[src/rtl/battleship_pkg.sv]
// battleship_pkg
// Shared definitions for the 28-cell battleship board. The attacker-side
// launcher and the defender-side hit logic both use them.
//   CELLS            : number of board cells (4 digits x 7 segments); cell i = bit i
//   cell_idx_t       : 5-bit cell index, legal range 0..CELLS-1
//   launcher_state_t : attacker launcher FSM states
//   cell_onehot()    : cell index -> one-hot board mask
package battleship_pkg;

    localparam int CELLS = 28;

    typedef logic [4:0] cell_idx_t;

    typedef enum logic [2:0] {
        IDLE,
        AIM,
        FIRE,
        WAIT_RES,
        DONE
    } launcher_state_t;

    function automatic logic [CELLS-1:0] cell_onehot(input cell_idx_t idx);
        logic [CELLS-1:0] m;
        m      = '0;
        m[idx] = 1'b1;
        return m;
    endfunction

endpackage

[src/rtl/battleship_blink_timer.sv]
// battleship_blink_timer
// Free-running half-period timer for the blinking cursor overlay.
// The counter runs 0..BLINK_DIV-1. The phase toggles each time the counter wraps.
//   clk     in   system clock
//   reset   in   synchronous active-high reset: counter 0, phase on
//   restart in   force counter 0, phase on (cursor moved / AIM entered)
//   phase   out  current blink phase (1 = cursor visible)
//   wrap    out  counter is at its last value; phase flips on the next edge
module battleship_blink_timer #(
    parameter int unsigned BLINK_DIV = 25_000_000
) (
    input  logic clk,
    input  logic reset,
    input  logic restart,
    output logic phase,
    output logic wrap
);

    localparam int unsigned CNT_W = (BLINK_DIV > 1) ? $clog2(BLINK_DIV) : 1;
    localparam logic [CNT_W-1:0] LAST = CNT_W'(BLINK_DIV - 1);

    logic [CNT_W-1:0] count_q, count_d;
    logic             phase_q, phase_d;

    assign wrap  = (count_q == LAST);
    assign phase = phase_q;

    always_comb begin
        count_d = count_q + CNT_W'(1);
        phase_d = phase_q;
        if (restart) begin
            count_d = '0;
            phase_d = 1'b1;
        end else if (wrap) begin
            count_d = '0;
            phase_d = ~phase_q;
        end
    end

    always_ff @(posedge clk) begin
        if (reset) begin
            count_q <= '0;
            phase_q <= 1'b1;
        end else begin
            count_q <= count_d;
            phase_q <= phase_d;
        end
    end

endmodule

[src/rtl/battleship_torpedo_launcher.sv]
// battleship_torpedo_launcher
// Attacker-side initiator for the torpedo exchange. Button pulses move a
// cursor across the board. A fire pulse offers a one-hot torpedo to the
// defender over valid/ready, and the launcher then waits for the hit/miss
// result. It keeps the fired/hit history and the shot budget. All outputs
// are registered.
//   clk, reset            system clock, synchronous active-high reset
//   enable                high while it is this attacker's turn
//   btn_next/btn_prev     single-cycle pulses, cursor +1 / -1 with wrap-around
//   btn_fire              single-cycle pulse, fire at the cursor
//   torp_valid/torp_mask  torpedo offer; mask is one-hot, zero when not valid
//   torp_ready            defender accepts the torpedo
//   res_valid/res_hit     result strobe from the defender and its hit flag
//   cursor_mask           blinking one-hot cursor overlay (AIM only)
//   fired_mask/hit_mask   shot history; hit_mask is a subset of fired_mask
//   shots_left            remaining torpedoes
//   reject                one-cycle pulse: fire on an already-fired cell
//   done                  shot budget exhausted (terminal until reset)
module battleship_torpedo_launcher
    import battleship_pkg::*;
#(
    parameter int MAX_SHOTS = 12,
    parameter int BLINK_DIV = 25_000_000
) (
    input  logic             clk,
    input  logic             reset,
    input  logic             enable,
    input  logic             btn_next,
    input  logic             btn_prev,
    input  logic             btn_fire,
    output logic             torp_valid,
    output logic [CELLS-1:0] torp_mask,
    input  logic             torp_ready,
    input  logic             res_valid,
    input  logic             res_hit,
    output logic [CELLS-1:0] cursor_mask,
    output logic [CELLS-1:0] fired_mask,
    output logic [CELLS-1:0] hit_mask,
    output logic [3:0]       shots_left,
    output logic             reject,
    output logic             done
);

    localparam cell_idx_t LAST_CELL = cell_idx_t'(CELLS - 1);

    launcher_state_t  state_q, state_d;
    cell_idx_t        cursor_q, cursor_d;
    cell_idx_t        target_q, target_d;
    logic [CELLS-1:0] fired_q, fired_d;
    logic [CELLS-1:0] hit_q, hit_d;
    logic [3:0]       shots_q, shots_d;
    logic             torp_valid_q, torp_valid_d;
    logic [CELLS-1:0] torp_mask_q, torp_mask_d;
    logic [CELLS-1:0] cursor_mask_q, cursor_mask_d;
    logic             reject_q, reject_d;
    logic             done_q, done_d;

    logic move;
    logic restart;
    logic blink_phase;
    logic blink_wrap;
    logic show_cursor;

    battleship_blink_timer #(
        .BLINK_DIV (BLINK_DIV)
    ) u_blink (
        .clk     (clk),
        .reset   (reset),
        .restart (restart),
        .phase   (blink_phase),
        .wrap    (blink_wrap)
    );

    always_comb begin
        state_d  = state_q;
        cursor_d = cursor_q;
        target_d = target_q;
        fired_d  = fired_q;
        hit_d    = hit_q;
        shots_d  = shots_q;
        reject_d = 1'b0;
        move     = 1'b0;

        unique case (state_q)
            IDLE: begin
                if (enable) state_d = AIM;
            end
            AIM: begin
                if (!enable) begin
                    state_d = IDLE;
                end else if (btn_fire) begin
                    // Fire takes priority over moves; the cursor stays where it is.
                    if (fired_q[cursor_q]) begin
                        reject_d = 1'b1;
                    end else begin
                        target_d = cursor_q;
                        state_d  = FIRE;
                    end
                end else if (btn_next != btn_prev) begin
                    move = 1'b1;
                    if (btn_next) cursor_d = (cursor_q == LAST_CELL) ? '0 : cursor_q + 5'd1;
                    else          cursor_d = (cursor_q == '0) ? LAST_CELL : cursor_q - 5'd1;
                end
            end
            FIRE: begin
                if (torp_valid_q && torp_ready) state_d = WAIT_RES;
            end
            WAIT_RES: begin
                if (res_valid) begin
                    fired_d[target_q] = 1'b1;
                    hit_d[target_q]   = res_hit;
                    shots_d           = shots_q - 4'd1;
                    state_d           = (shots_q == 4'd1) ? DONE : AIM;
                end
            end
            DONE: begin
            end
            default: state_d = IDLE;
        endcase

        // Outputs are computed from next-state values so each one appears one
        // cycle after the event that causes it.
        restart       = move || ((state_d == AIM) && (state_q != AIM));
        show_cursor   = restart || (blink_phase ^ blink_wrap);
        cursor_mask_d = ((state_d == AIM) && show_cursor) ? cell_onehot(cursor_d) : '0;
        torp_valid_d  = (state_d == FIRE);
        torp_mask_d   = (state_d == FIRE) ? cell_onehot(target_d) : '0;
        done_d        = (state_d == DONE);
    end

    always_ff @(posedge clk) begin
        if (reset) begin
            state_q       <= IDLE;
            cursor_q      <= '0;
            target_q      <= '0;
            fired_q       <= '0;
            hit_q         <= '0;
            shots_q       <= 4'(MAX_SHOTS);
            torp_valid_q  <= 1'b0;
            torp_mask_q   <= '0;
            cursor_mask_q <= '0;
            reject_q      <= 1'b0;
            done_q        <= 1'b0;
        end else begin
            state_q       <= state_d;
            cursor_q      <= cursor_d;
            target_q      <= target_d;
            fired_q       <= fired_d;
            hit_q         <= hit_d;
            shots_q       <= shots_d;
            torp_valid_q  <= torp_valid_d;
            torp_mask_q   <= torp_mask_d;
            cursor_mask_q <= cursor_mask_d;
            reject_q      <= reject_d;
            done_q        <= done_d;
        end
    end

    assign torp_valid  = torp_valid_q;
    assign torp_mask   = torp_mask_q;
    assign cursor_mask = cursor_mask_q;
    assign fired_mask  = fired_q;
    assign hit_mask    = hit_q;
    assign shots_left  = shots_q;
    assign reject      = reject_q;
    assign done        = done_q;

endmodule

[config.mk]
export PLATFORM = sky130hd
export DESIGN_NAME = battleship_torpedo_launcher
export DESIGN_NICKNAME = d
export VERILOG_FILES = /design/src/rtl/battleship_pkg.sv /design/src/rtl/battleship_blink_timer.sv /design/src/rtl/battleship_torpedo_launcher.sv
export SDC_FILE = /design/constraint.sdc
export NUM_CORES = 1
export LEC_CHECK = 0
export ABC_AREA = 1
export CORE_MARGIN = 5
export CORE_UTILIZATION = 52
export CTS_CLUSTER_SIZE = 14
export DETAILED_ROUTE_END_ITERATION = 7
export PLACE_DENSITY = 0.8
export SETUP_SLACK_MARGIN = 0.5
export SYNTH_ARGS = -nofsm -noshare
export SYNTH_HDL_FRONTEND = slang
export SYNTH_HIERARCHICAL = 1
export SYNTH_SLANG_ARGS = --single-unit
[constraint.sdc]
create_clock -name clk -period 2.8 [get_ports clk]
set_input_delay 0.42 -clock clk [delete_from_list [all_inputs] [get_ports clk]]
set_output_delay 0.42 -clock clk [all_outputs]
set_load 0.05 [all_outputs]
==> qor.csv <==
stage,metric,value,unit
finish,finalNetCount,1046,
clock_network,clock_latency,430,ps
synthesis,synth-seq-cells,158,
route,viasPerCell,5.26,
clock_network,clk_pin_slew,70,ps
synthesis,synth_cell_types,40,
finish,fillers,879,
clock_network,cts.root.buffer_cell,clkbuf_16,
worst_setup_path,worstSetupPathType,register to register,
clock_network,htreeDepth,4,
die,io_pins,128,
route,ant_nets,0,
timing,finalCriticalPeriod,2420,ps
worst_setup_path,critPathLaunchType,register,
timing,setup_viol,0,
finish,multi_input_area,3160,um^2
finish,insertedDiodeCount,0,
power_and_ir_drop,power_frac_comb,7.8,%
finish,final_cell_mix,"202 x nor2_1, 155 x dfxtp_1, 136 x nand2_1, 127 x clkdlybuf4s50_1, 95 x inv_1",
synthesis,postSynthCellCount,884,
power_and_ir_drop,p_leak,3.38,nW
worst_setup_path,reg2reg_from,cursor_q[0]$_SDFF_PP0_,
timing,fin_crit_sh,86.6,%
grt,grt_util_all_layers,23.8,%
worst_setup_path,cp-end-kind,register,
die,rows,40,
grt,antenna_found_initial,0,
route,wl_met1,7970,um
worst_setup_path,path_max_fanout,6,
hold_path,hp-start,u_blink/count_q[0]$_SDFF_PP0_,
synthesis,yosys_warnings,6,
finish,syn_to_final_growth,38.0,%
route,vias,6380,
worst_setup_path,required,3100,ps
power_and_ir_drop,intPower,3.67,mW
timing,tightest_slew,727,ps
die,dieHeight,122,um
route,dr_wl_met3,1820,um
outcome,status,"complete, no violations",
clock_network,cts_tree,built,
timing,hold_ws,497,ps
grt,grt_pass1_wl,28300,um
timing,slew_violations,0,
route,routed_wl,19400,um
route,drc,0,
place,gp_congestion,0.907,
finish,drive_gt1_share,13.2,%
power_and_ir_drop,p_seq_share,45.8,%
clock_network,clk_path_buf_depth,2,
timing,fmax,413,MHz
timing,hold_viol,0,
route,drtIter0Drc,986,
grt,grt-ovfl-total,0,
place,port_buffers,127,
finish,final_common_cell,nor2_1,
timing,slew_headroom,51.4,%
synthesis,synth-seq-area-share,48.6,%
route,drtPass1Iterations,6,
synthesis,syn-cell-area,6510,um^2
timing,finClkSkew,8.95,ps
die,die_width,122,um
grt,grt_pass1_vias,5764,
place,hpwl,12000,um
die,die_area,14900,um^2
synthesis,synthesis.nets,899,
power_and_ir_drop,power_density,555,nW/um^2
route,dr_wl_met2,9190,um
power_and_ir_drop,swShare,26.4,%
finish,seqCellArea,3170,um^2
finish,instances_no_fill,1212,
route,top_layer,met4,
clock_network,clock_sinks,158,
place,placed_cells_incl_taps,1160,
hold_path,hold_class,register to register,
route,wire_per_inst,16.0,um
power_and_ir_drop,ir_drop,0.352,mV
worst_setup_path,critPathLaunch,cursor_q[0]$_SDFF_PP0_,
power_and_ir_drop,power.switching,1.32,mW
die,design.core.area,12200,um^2
synthesis,avgSynthCellArea,7.37,um^2
power_and_ir_drop,power_frac_clock,46.4,%
grt,grt_max_degree,42,
clock_network,cts_hold_buffers,0,
timing,final.setup.tns,0,ps
flow_run,drv_cap,0,
die,start_util,53.6,%
timing,rsz0062_at_grt,true,
clock_network,numCtsBuffers,17,
worst_setup_path,crit_arrival,2730,ps
-- layout make-up --
| cell class | count | share of cell area, % |
|---|---|---|
| Clock buffer | 18 | 4.89 |
| Clock inverter | 14 | 1.63 |
| Inverter | 101 | 4.29 |
| Multi-Input combinational cell | 606 | 35.2 |
| Sequential cell | 158 | 35.3 |
| Tap cell | 168 | 2.34 |
| Timing Repair Buffer | 146 | 16.3 |
| Timing Repair inverter | 1 | 0.0835 |
-- kinds of logic (layout without fill, tap and decap cells) --
| family | after synthesis | after routing | share of synthesized area (%) |
|---|---|---|---|
| AOI/OAI and AO/OA | 100 | 100 | 8.43 |
| xor gates and xnor gates | 18 | 18 | 2.42 |
| adders and majority gates | 6 | 6 | 1.15 |
| buffers and inverters | 126 | 280 | 8.14 |
| DFF | 158 | 158 | 48.6 |
| and+or+nand+nor | 476 | 482 | 31.3 |
-- critical path: stages (launching register included) --
cell,delay (ps)
dfxtp_4,420
clkinvlp_4,160
nand2_1,100
nand3_1,80
a21oi_1,310
nor2_1,100
nand2_1,110
nand2_4,110
nand2_2,80
nand2_2,60
nand2_2,120
nand3_4,100
nand2_2,90
nor2_4,50
buf_12,180
nand2_4,120
a21oi_1,80
-- stage by stage --
stage          setup WS (ps)  power [mW]  instance area, um^2  util (%)
4_1_cts                  490        4.88                 8520      70.0
5_1_grt                  201        5.13                 8990      73.9
3_3_place_gp             342        2.60                 7890      64.9
2_1_floorplan            659        2.54                 6510         -
6_report                 376        4.99                 8990      73.9
3_5_place_dp             271        2.60                 7890      64.9
-- power by group through the flow --
stage | clock (mW) | sequential, mW | combinational (mW)
floorplan | 0 | 2.35 | 0.197
global placement | 0 | 2.33 | 0.268
detailed placement | 0 | 2.33 | 0.269
CTS | 2.32 | 2.28 | 0.281
global route | 2.43 | 2.28 | 0.414
finish | 2.32 | 2.28 | 0.390
-- flip-flops by register name (all words and copies together), names as in the netlist --
signal,flops
cursor_mask,28
fired_mask,28
hit_mask,28
torp_mask,28
u_blink/count_q,25
cursor_q,5
target_q,5
shots_left,4
state_q,3
done,1
reject,1
torp_valid,1
u_blink/phase,1
-- final timing paths --
path / endpoint / slack, ps / cells past startpoint
max: u_blink/count_q[23]$_SDFF_PP0_ / 380 / 16
min: u_blink/count_q[0]$_SDFF_PP0_ / 500 / 1
max reg2reg: u_blink/count_q[23]$_SDFF_PP0_ / 380 / 16
min reg2reg: u_blink/count_q[0]$_SDFF_PP0_ / 500 / 1
-- repair_timing --
| item | 4_1_cts | 5_1_grt |
|---|---|---|
| buffers inserted | 0 | 12 |
| resized for setup | 8 | 67 |
| hold endpoints to repair | 0 | 0 |
| gates cloned | 2 | 6 |
| pin swaps | 1 | 14 |
| endpoints found under the setup margin | 30 | 81 |
-- routing by layer --
| metal | up-vias | GRT usage, % |
|---|---|---|
| li1 | 3090 | - |
| met1 | 2911 | 31.2 |
| met2 | 332 | 37.8 |
| met3 | 47 | 7.29 |
| met4 | 0 | 7.28 |
| met5 | - | 0 |
-- synthesized netlist by cell type, drive strengths merged --
library cell	count	area, um^2
ha	6	75.1
buf	10	92.6
nor4	1	6.26
nand4	3	18.8
xor2	10	87.6
nand2	154	633
nor2	227	897
o221a	1	11.3
or2	3	18.8
a31oi	2	18.8
a32o	1	10.0
nor3	28	156
dfxtp	158	3160
clkbuf	15	56.3
nand3	59	300
nand3b	1	7.51
o21ai	61	332
inv	101	382
a22oi	1	7.51
xnor2	8	70.1
a21oi	34	170
No activity file was read; power rests on OpenSTA's default activity.
